File: src/rtl/frame_pkg.sv
// Shared constants and types for the receive-side frame assembly path.
package frame_pkg;

  localparam int unsigned FRAME_BYTES = 16;
  localparam int unsigned FRAME_W     = FRAME_BYTES * 8;
  localparam int unsigned IDX_W       = $clog2(FRAME_BYTES);

  typedef enum logic [1:0] {
    IDLE,
    COLLECT,
    STALL
  } asm_state_t;

  typedef logic [IDX_W-1:0] byte_idx_t;

endpackage

File: src/rtl/frame_timeout_timer.sv
// Idle-gap counter for a partially assembled frame.
// expired asserts on the TIMEOUT_CYCLES-th consecutive enabled cycle.
module frame_timeout_timer #(
  parameter int unsigned TIMEOUT_CYCLES = 64
) (
  input  logic clk,
  input  logic rst,
  input  logic clear,
  input  logic enable,
  output logic expired
);

  localparam int unsigned CW = $clog2(TIMEOUT_CYCLES + 1);

  logic [CW-1:0] cnt_q;

  assign expired = enable && (cnt_q == CW'(TIMEOUT_CYCLES - 1));

  always_ff @(posedge clk or negedge rst) begin
    if (!rst) begin
      cnt_q <= '0;
    end else if (clear) begin
      cnt_q <= '0;
    end else if (enable && !expired) begin
      cnt_q <= cnt_q + 1'b1;
    end
  end

endmodule

File: src/rtl/frame_assembler.sv
// Collects sof-delimited byte runs into 128-bit frames for the decoder, double-buffered.
// Optional idle-gap abort inside a frame: define FRAME_TIMEOUT_EN.
module frame_assembler #(
  parameter int unsigned FRAME_BYTES    = 16,
  parameter int unsigned TIMEOUT_CYCLES = 64,
  parameter int unsigned CNT_W          = 8
) (
  input  logic                     clk,
  input  logic                     rst,
  input  logic [7:0]               rx_byte,
  input  logic                     rx_valid,
  input  logic                     rx_sof,
  output logic                     rx_ready,
  output logic [FRAME_BYTES*8-1:0] frame_out,
  output logic                     frame_valid,
  input  logic                     frame_ready,
  output logic [CNT_W-1:0]         drop_cnt,
  output logic                     busy
);

  import frame_pkg::*;

  localparam int unsigned FW       = FRAME_BYTES * 8;
  localparam byte_idx_t   LAST_IDX = byte_idx_t'(FRAME_BYTES - 1);

  asm_state_t    state_q, state_d;
  byte_idx_t     idx_q, idx_d;
  logic [FW-1:0] asm_q, asm_d, shifted, xfer_data;
  logic          accept, out_free, load_out, drop, timeout_hit;

  assign rx_ready = (state_q != STALL);
  assign busy     = (state_q != IDLE);
  assign accept   = rx_valid && rx_ready;
  assign out_free = !frame_valid || frame_ready;
  assign shifted  = {asm_q[FW-9:0], rx_byte};

`ifdef FRAME_TIMEOUT_EN
  frame_timeout_timer #(
    .TIMEOUT_CYCLES(TIMEOUT_CYCLES)
  ) u_timer (
    .clk    (clk),
    .rst    (rst),
    .clear  (accept || (state_q != COLLECT)),
    .enable ((state_q == COLLECT) && !accept),
    .expired(timeout_hit)
  );
`else
  assign timeout_hit = 1'b0;
`endif

  always_comb begin
    state_d   = state_q;
    idx_d     = idx_q;
    asm_d     = asm_q;
    xfer_data = asm_q;
    load_out  = 1'b0;
    drop      = 1'b0;
    unique case (state_q)
      IDLE: begin
        if (accept) begin
          if (rx_sof) begin
            asm_d   = shifted;
            idx_d   = byte_idx_t'(1);
            state_d = COLLECT;
          end else begin
            drop = 1'b1;
          end
        end
      end
      COLLECT: begin
        if (accept) begin
          asm_d     = shifted;
          xfer_data = shifted;
          if (rx_sof) begin
            // Restart on the new sof byte; older bytes shift out before completion.
            drop  = 1'b1;
            idx_d = byte_idx_t'(1);
          end else if (idx_q == LAST_IDX) begin
            idx_d = '0;
            if (out_free) begin
              load_out = 1'b1;
              state_d  = IDLE;
            end else begin
              state_d = STALL;
            end
          end else begin
            idx_d = idx_q + 1'b1;
          end
        end else if (timeout_hit) begin
          drop    = 1'b1;
          idx_d   = '0;
          state_d = IDLE;
        end
      end
      STALL: begin
        if (frame_ready) begin
          load_out = 1'b1;
          state_d  = IDLE;
        end
      end
      default: state_d = IDLE;
    endcase
  end

  always_ff @(posedge clk or negedge rst) begin
    if (!rst) begin
      state_q     <= IDLE;
      idx_q       <= '0;
      asm_q       <= '0;
      frame_out   <= '0;
      frame_valid <= 1'b0;
      drop_cnt    <= '0;
    end else begin
      state_q <= state_d;
      idx_q   <= idx_d;
      asm_q   <= asm_d;
      if (load_out) begin
        frame_out   <= xfer_data;
        frame_valid <= 1'b1;
      end else if (frame_ready) begin
        frame_valid <= 1'b0;
      end
      if (drop && (drop_cnt != '1)) begin
        drop_cnt <= drop_cnt + 1'b1;
      end
    end
  end

endmodule

File: config.mk
export PLATFORM = sky130hd
export DESIGN_NAME = frame_assembler
export DESIGN_NICKNAME = d
export VERILOG_FILES = /design/src/rtl/frame_pkg.sv /design/src/rtl/frame_timeout_timer.sv /design/src/rtl/frame_assembler.sv
export SDC_FILE = /design/constraint.sdc
export NUM_CORES = 1
export LEC_CHECK = 0
export ABC_AREA = 1
export BUFFER_PORTS_ARGS = -buffer_cell sky130_fd_sc_hd__buf_2
export CORE_MARGIN = 8
export CORE_UTILIZATION = 45
export DETAILED_ROUTE_END_ITERATION = 12
export PLACE_DENSITY_LB_ADDON = 0.08
export SLEW_MARGIN = 20
export SYNTH_ARGS = -nofsm -noshare
export SYNTH_HDL_FRONTEND = slang
export SYNTH_HIERARCHICAL = 1
export SYNTH_SLANG_ARGS = --single-unit
export TNS_END_PERCENT = 30
File: constraint.sdc
create_clock -name clk -period 2 [get_ports clk]
set_input_delay 0 -clock clk [delete_from_list [all_inputs] [get_ports clk]]
set_output_delay 0 -clock clk [all_outputs]
set_load 0.05 [all_outputs]
Word level (Yosys, flattened, before mapping)
Cells that the tools add are included.
Word-level totals
  flip-flop bits (word level): 271
  bits in latches: 0
  RAM bits: 0
  bits in read-only memories: 0
  input bits: 13
  logic and storage cells: 62
  memories: 0
Cells by class
  add/subtract/negate cells: 2
  multiply operators: 0
  div/mod/pow operators: 0
  $lt $le $gt $ge: 0
  equal/unequal tests: 11
  shift operators: 0
  muxes and demuxes: 32
  bitwise gates (word level): 0
  reduce and logical (&&, ||, !) cells: 11
Operators with widths (count)
  $mux 128: 4
  $pmux 128 s2: 1
  $mux 4: 5
  $mux 2: 7
  $ne 2x2->1 const B: 7
  $mux 1: 11
  $add 8x1->8 const B: 1
  $ne 8x8->1 const B: 1
  $pmux 4 s2: 1
  $pmux 2 s3: 1
  $reduce_and 6->1: 1
  $reduce_bool 2->1: 3
  $add 4x1->4 const B: 1
  $eq 4x4->1 const B: 1
  $pmux 1 s2: 2
  $reduce_and 4->1: 1
  $reduce_and 3->1: 1
  $eq 2x1->1 const B: 1
  $eq 2x2->1 const B: 1
  $logic_and 1x1->1: 2
  $logic_not 2->1: 1
  $logic_not 1->1: 1
  $logic_or 1x1->1: 1

Longest topological paths before layout
  depth after elaboration: 8
  depth in mapped cells: 12
  depth with buffers taken out: 10

Least setup slack after synthesis
Ideal clock, no wire load.
  path kind: register to register
  from: register state_q[0]
  to: register frame_out[46]
  setup time: 0.119 ns
  arrival time: 1.754 ns
  required time: 1.881 ns
  setup slack: 0.127 ns
  stages on the path, launching flop included: 10
  buffers on the path: 1
  cells stage by stage: dfrtp_1 -> inv_1 -> ha_1 -> inv_2 -> clkbuf_1 -> nand3_1 -> nand3_1 -> nand2_1 -> nand3_1 -> nand2_1
On the way
  cells in the longest elaborated chain, start to end: 4
  elaborated cells on any way between the ends: 8
  classes of those cells: eq/ne: 3; mux: 4; reduce/logical: 1
RTL lines
  start: declaration: RTL line frame_assembler.sv:26  | asm_state_t state_q, state_d;
  start signal: assignment: RTL line frame_assembler.sv:114  | state_q <= state_d;
  $ne 2x2->1 *: RTL line frame_assembler.sv:31  | assign rx_ready = (state_q != STALL);
  net rx_ready: RTL line frame_assembler.sv:13  | output logic rx_ready,
  $logic_and 1x1->1 *: RTL line frame_assembler.sv:33  | assign accept = rx_valid && rx_ready;
  $mux 1 or $mux 128 (tied branches)
  $pmux 1 s2 or $mux 128 (tied branches): RTL line frame_assembler.sv:58  | unique case (state_q)
  end signal: assignment: RTL line frame_assembler.sv:118  | frame_out <= xfer_data;
  end: declaration: RTL line frame_assembler.sv:14  | output logic [FRAME_BYTES*8-1:0] frame_out,
The timed path passes the listed nets; every way through them passes the cells marked *.
A chain may end at the register's enable or synchronous reset.

Final worst setup path
  from: register state_q[1]
  to: register asm_q[36]
On the way
  cells in the longest elaborated chain, start to end: 4
  elaborated cells on any way between the ends: 10
  classes of those cells: eq/ne: 4; mux: 2; reduce/logical: 4
RTL lines
  $ne 2x2->1: RTL line frame_assembler.sv:31
  $logic_and 1x1->1: RTL line frame_assembler.sv:33
  $mux 128 or $ne 2x2->1 (tied branches)
  $pmux 128 s2 or $reduce_and 3->1 (tied branches)
  end signal: assignment: RTL line frame_assembler.sv:116  | asm_q <= asm_d;
  end: declaration: RTL line frame_assembler.sv:28  | logic [FW-1:0] asm_q, asm_d, shifted, xfer_data;
Parallel ways exist; a longest one is shown, timed or not.

==> results by stage <==
Outcome:
- The flow ran to the end, and the final reports show no timing, DRC or antenna violations.

Worst setup path:
- The worst setup path category is flip-flop to flip-flop.
- Setup slack on the worst reg-to-reg path comes out at 0.12 ns.
- The origin of the critical flop-to-flop path is state_q[1].
- Traced cell by cell, the critical path runs through inv_1 -> ha_4 -> nor2_1 -> nor2_2 -> o21a_4 -> buf_12 -> nand2_1 -> o21ai_1.
- For the worst setup path, the data arrival time is 2.36 ns.
- STA classifies the critical path startpoint as a flip-flop.
- On the worst path, the slowest cell contributes a delay of 0.40 ns.
- The slowest stage of the critical path is the sky130_fd_sc_hd__dfrtp_1 cell.
- The worst-case reg-to-reg path depth is 8.
- The peak fanout along the critical path is 57.
- The worst setup path is captured at a flip-flop.
- At the worst endpoint, the required time is 2.47 ns.
- The capturing point of the worst reg2reg path is asm_q[36].
- The start point of the critical path is state_q[1].

STA:
- The pin slew with the least headroom to its limit is 0.4766 ns.
- The number of hold violations in the final report came to 0.
- Subtracting the final worst setup slack from the clock period gives 1.881 ns.
- The worst setup skew after layout is 0.01783 ns.
- Across all hold checks on the routed design, the worst slack comes to 0.06113 ns.
- The number of setup violations in the final report is 0.
- The top achievable clock speed is 531.6 MHz.
- The max-slew headroom at the worst pin is 68.23%.
- Setup repair after global routing could not meet its margin everywhere.
- The final max-slew violation count is 0.
- The share of the clock period used by the worst path after layout is 94.06%.

Global routing:
- In the global route stage, met2 resource usage came out at 34.46%.
- After global routing the overflow that remains totals 0.
- The via count of the first global-routing pass is 13188.
- The first global-routing pass estimated 69470 um of wire.
- In the global route stage, met1 resource usage came out at 30.98%.
- The global-route total usage across every layer is 21.66%.
- The global routing's busiest layer is met2.
- The initial antenna violation count came to 1.
- The pin count of the biggest net entering global routing is 73.
- Global routing used 3.101% of the available met3 tracks.

Logic synthesis:
- After synthesis, the share of flip-flops with an asynchronous set or reset is 100.0%.
- The sequential share of the synthesized area is 46.44%.
- In this run, distinct cell masters in the synthesized netlist total 21.
- Counting every net in the synthesized netlist gives 2091.
- Summed over its instances, the top area cell type makes up 46.44% of the synthesized netlist area.
- Yosys instantiated no cell more often than sky130_fd_sc_hd__nand2_1.
- Synthesis handed over a netlist of 2073 instances.
- The most instantiated flip-flop cell in the synthesis netlist is sky130_fd_sc_hd__dfrtp_1.
- Sorting the synthesized cells by how often they occur yields sky130_fd_sc_hd__nand2_1, sky130_fd_sc_hd__nand3_1, sky130_fd_sc_hd__dfrtp_1.
- The post-synthesis sequential element count is 271.
- The number of enable flip-flop cells after synthesis is 0.
- Summing every instance area after synthesis gives 0.01460 mm2.
- By area the synthesized netlist is led by sky130_fd_sc_hd__dfrtp_1, sky130_fd_sc_hd__nand2_1, sky130_fd_sc_hd__nand3_1, sky130_fd_sc_hd__o21ai_1, sky130_fd_sc_hd__inv_1.
- The average cell area after synthesis is 7.045 um2.
- The largest area contributor in the synthesized netlist is sky130_fd_sc_hd__dfrtp_1.
- Yosys printed 6 warnings.

Finish:
- The layout overhead on the synthesized area is 17.02%.
- In the final layout, the share of cells above drive strength 1 is 11.95%.
- The number of antenna diodes in the final layout is 0.
- For this run, the post-layout net count is 2187.

Clock tree:
- The total clock sinks is 271.
- CTS built an H-tree with a depth of 1.
- The total clock buffers created by CTS is 31.
- Clock tree synthesis selected as its root buffer the cell sky130_fd_sc_hd__clkbuf_16.
- The clock reaches the later pin of the worst-skew pair after 0.56 ns.
- The maximum root-to-sink buffer count is 3.
- The clock transition time at the flip-flop clock pins of the worst setup and hold paths is 0.07 ns.
- TritonCTS built the clock tree.

Drt:
- The detailed-route wire length per cell is 16.17 um.
- The DRC violations left is 0.
- The count of nets left with antenna violations once routing finished came out at 0.
- The average via count per standard cell is 5.165.
- The final route contains 13605 vias.
- The number of DRC markers after the initial detailed-route iteration is 1156.
- The first detailed-routing pass took 5 iterations.
- The sum of routed wire length over all layers is 42580 um.

Hold path:
- The worst hold path was traced through 6 stages.
- For hold timing, the worst endpoint is idx_q[0].
- The start point of the worst min-delay path is rx_valid.
- The path category of the worst min-delay check is primary input to flip-flop.

Power and ir drop:
- For this design the ratio of total power to cell area is 1386 mW/mm2.
- The design draws 23.69 mW.
- In this run the static leakage power is 10.05 nW.
- IR analysis of the VDD net gives a maximum drop of 836.5 uV.

Floorplanning:
- The die footprint is 0.03847 mm2.
- For this design the top-level I/O count stands at 152.
- The count of standard-cell rows is 66.
- The area of the core region is 0.03229 mm2.
- The initial utilization of the core area, before any placement, comes to 45.23%.
- In this run the vertical extent of the chip is 196.2 um.
- The horizontal die dimension is 196.2 um.

Placed design:
- The post-DP HPWL is 27110 um.
- Routability-driven placement finished with a final weighted congestion of 0.8280.
- The number of buffer cells added on primary ports is 151.

Flow run:
- Max-cap violations in this run came to 0.
worst max path at each step:
stage / end / slack (ns) / depth (start not counted)
finish: asm_q[36] / 0.12 / 8
global route: frame_out[105] / -0.004 / 11
CTS: rx_ready / 0.10 / 5
detailed placement: frame_out[25] / 0.16 / 11
global placement: asm_q[59] / 0.19 / 8
floorplan: frame_out[46] / 0.13 / 9
per-stage QoR:
| stage | setup slack, ns | area (um2) | TNS [ns] | utilization [%] | cells |
|---|---|---|---|---|---|
| 3_3_place_gp | 0.1889 | 15790 | 0 | 48.89 | 2565 |
| 4_1_cts | 0.1021 | 17040 | 0 | 52.77 | 2633 |
| 5_1_grt | -0.004018 | 17090 | -0.009036 | 52.93 | 2634 |
| 6_report | 0.1188 | 17090 | 0 | 52.93 | 2634 |
| 3_5_place_dp | 0.1551 | 15790 | 0 | 48.89 | 2565 |
| 2_1_floorplan | 0.1270 | 14600 | 0 | - | 2073 |
critical path, delay by kind of cell (launching register included):
family          cells  cell delay (ns)
compound gates      2             0.40
fa+ha+maj           1             0.22
buf+inv             2             0.44
flops               1             0.40
simple gates        3             0.34
registers in the layout, indices dropped and copies added (netlist names):
name         flops
asm_q          128
frame_valid      1
drop_cnt         8
state_q          2
frame_out      128
idx_q            4
layer usage:
layer  routed length, um  vias up
met5                   9        -
met4                 804        2
met3                1936       52
met2               18980      322
met1               20860     6447
li1                    -     6782
repair_timing:
action                     CTS  global route
gates resized for setup      0             4
buffers inserted             0             0
setup endpoints to repair    0            23
hold endpoints to repair   291             0
hold buffers                12             0
power by group:
group / leakage, nW / switching (mW) / internal, mW
clock: 0.556 / 2.31 / 3.89
sequential: 3.63 / 0.615 / 6.72
combinational: 5.86 / 7.07 / 3.09
layout make-up:
cell class | count | area, um2
Clock inverter | 13 | 215.2
Clock buffer | 43 | 900.9
Timing Repair Buffer | 206 | 1574
Sequential cell | 271 | 6782
Tap cell | 442 | 553.0
Inverter | 156 | 590.6
Fill cell | 3123 | 15200
Multi-Input combinational cell | 1503 | 6475
layout by cell type (no fill, tap or decap), drive strengths merged:
cell type	count
o21ai	144
ha	5
nor3	1
dfrtp	271
a31oi	1
clkinv	7
xnor2	5
a21oi	2
bufinv	6
clkbuf	44
nand3	392
nand4	3
dlygate4sd3	11
nor2	15
o21a	1
buf	194
inv	156
nand2	934
logic make-up (layout without fill, tap and decap cells):
group / Yosys count / after routing / synth area share (%)
simple gates: 1345 / 1345 / 38.07
buf+inv: 299 / 418 / 9.613
flops: 271 / 271 / 46.44
compound gates: 148 / 148 / 5.149
fa+ha+maj: 5 / 5 / 0.4284
xor+xnor: 5 / 5 / 0.2998
Power figures use the tool's default switching activity.
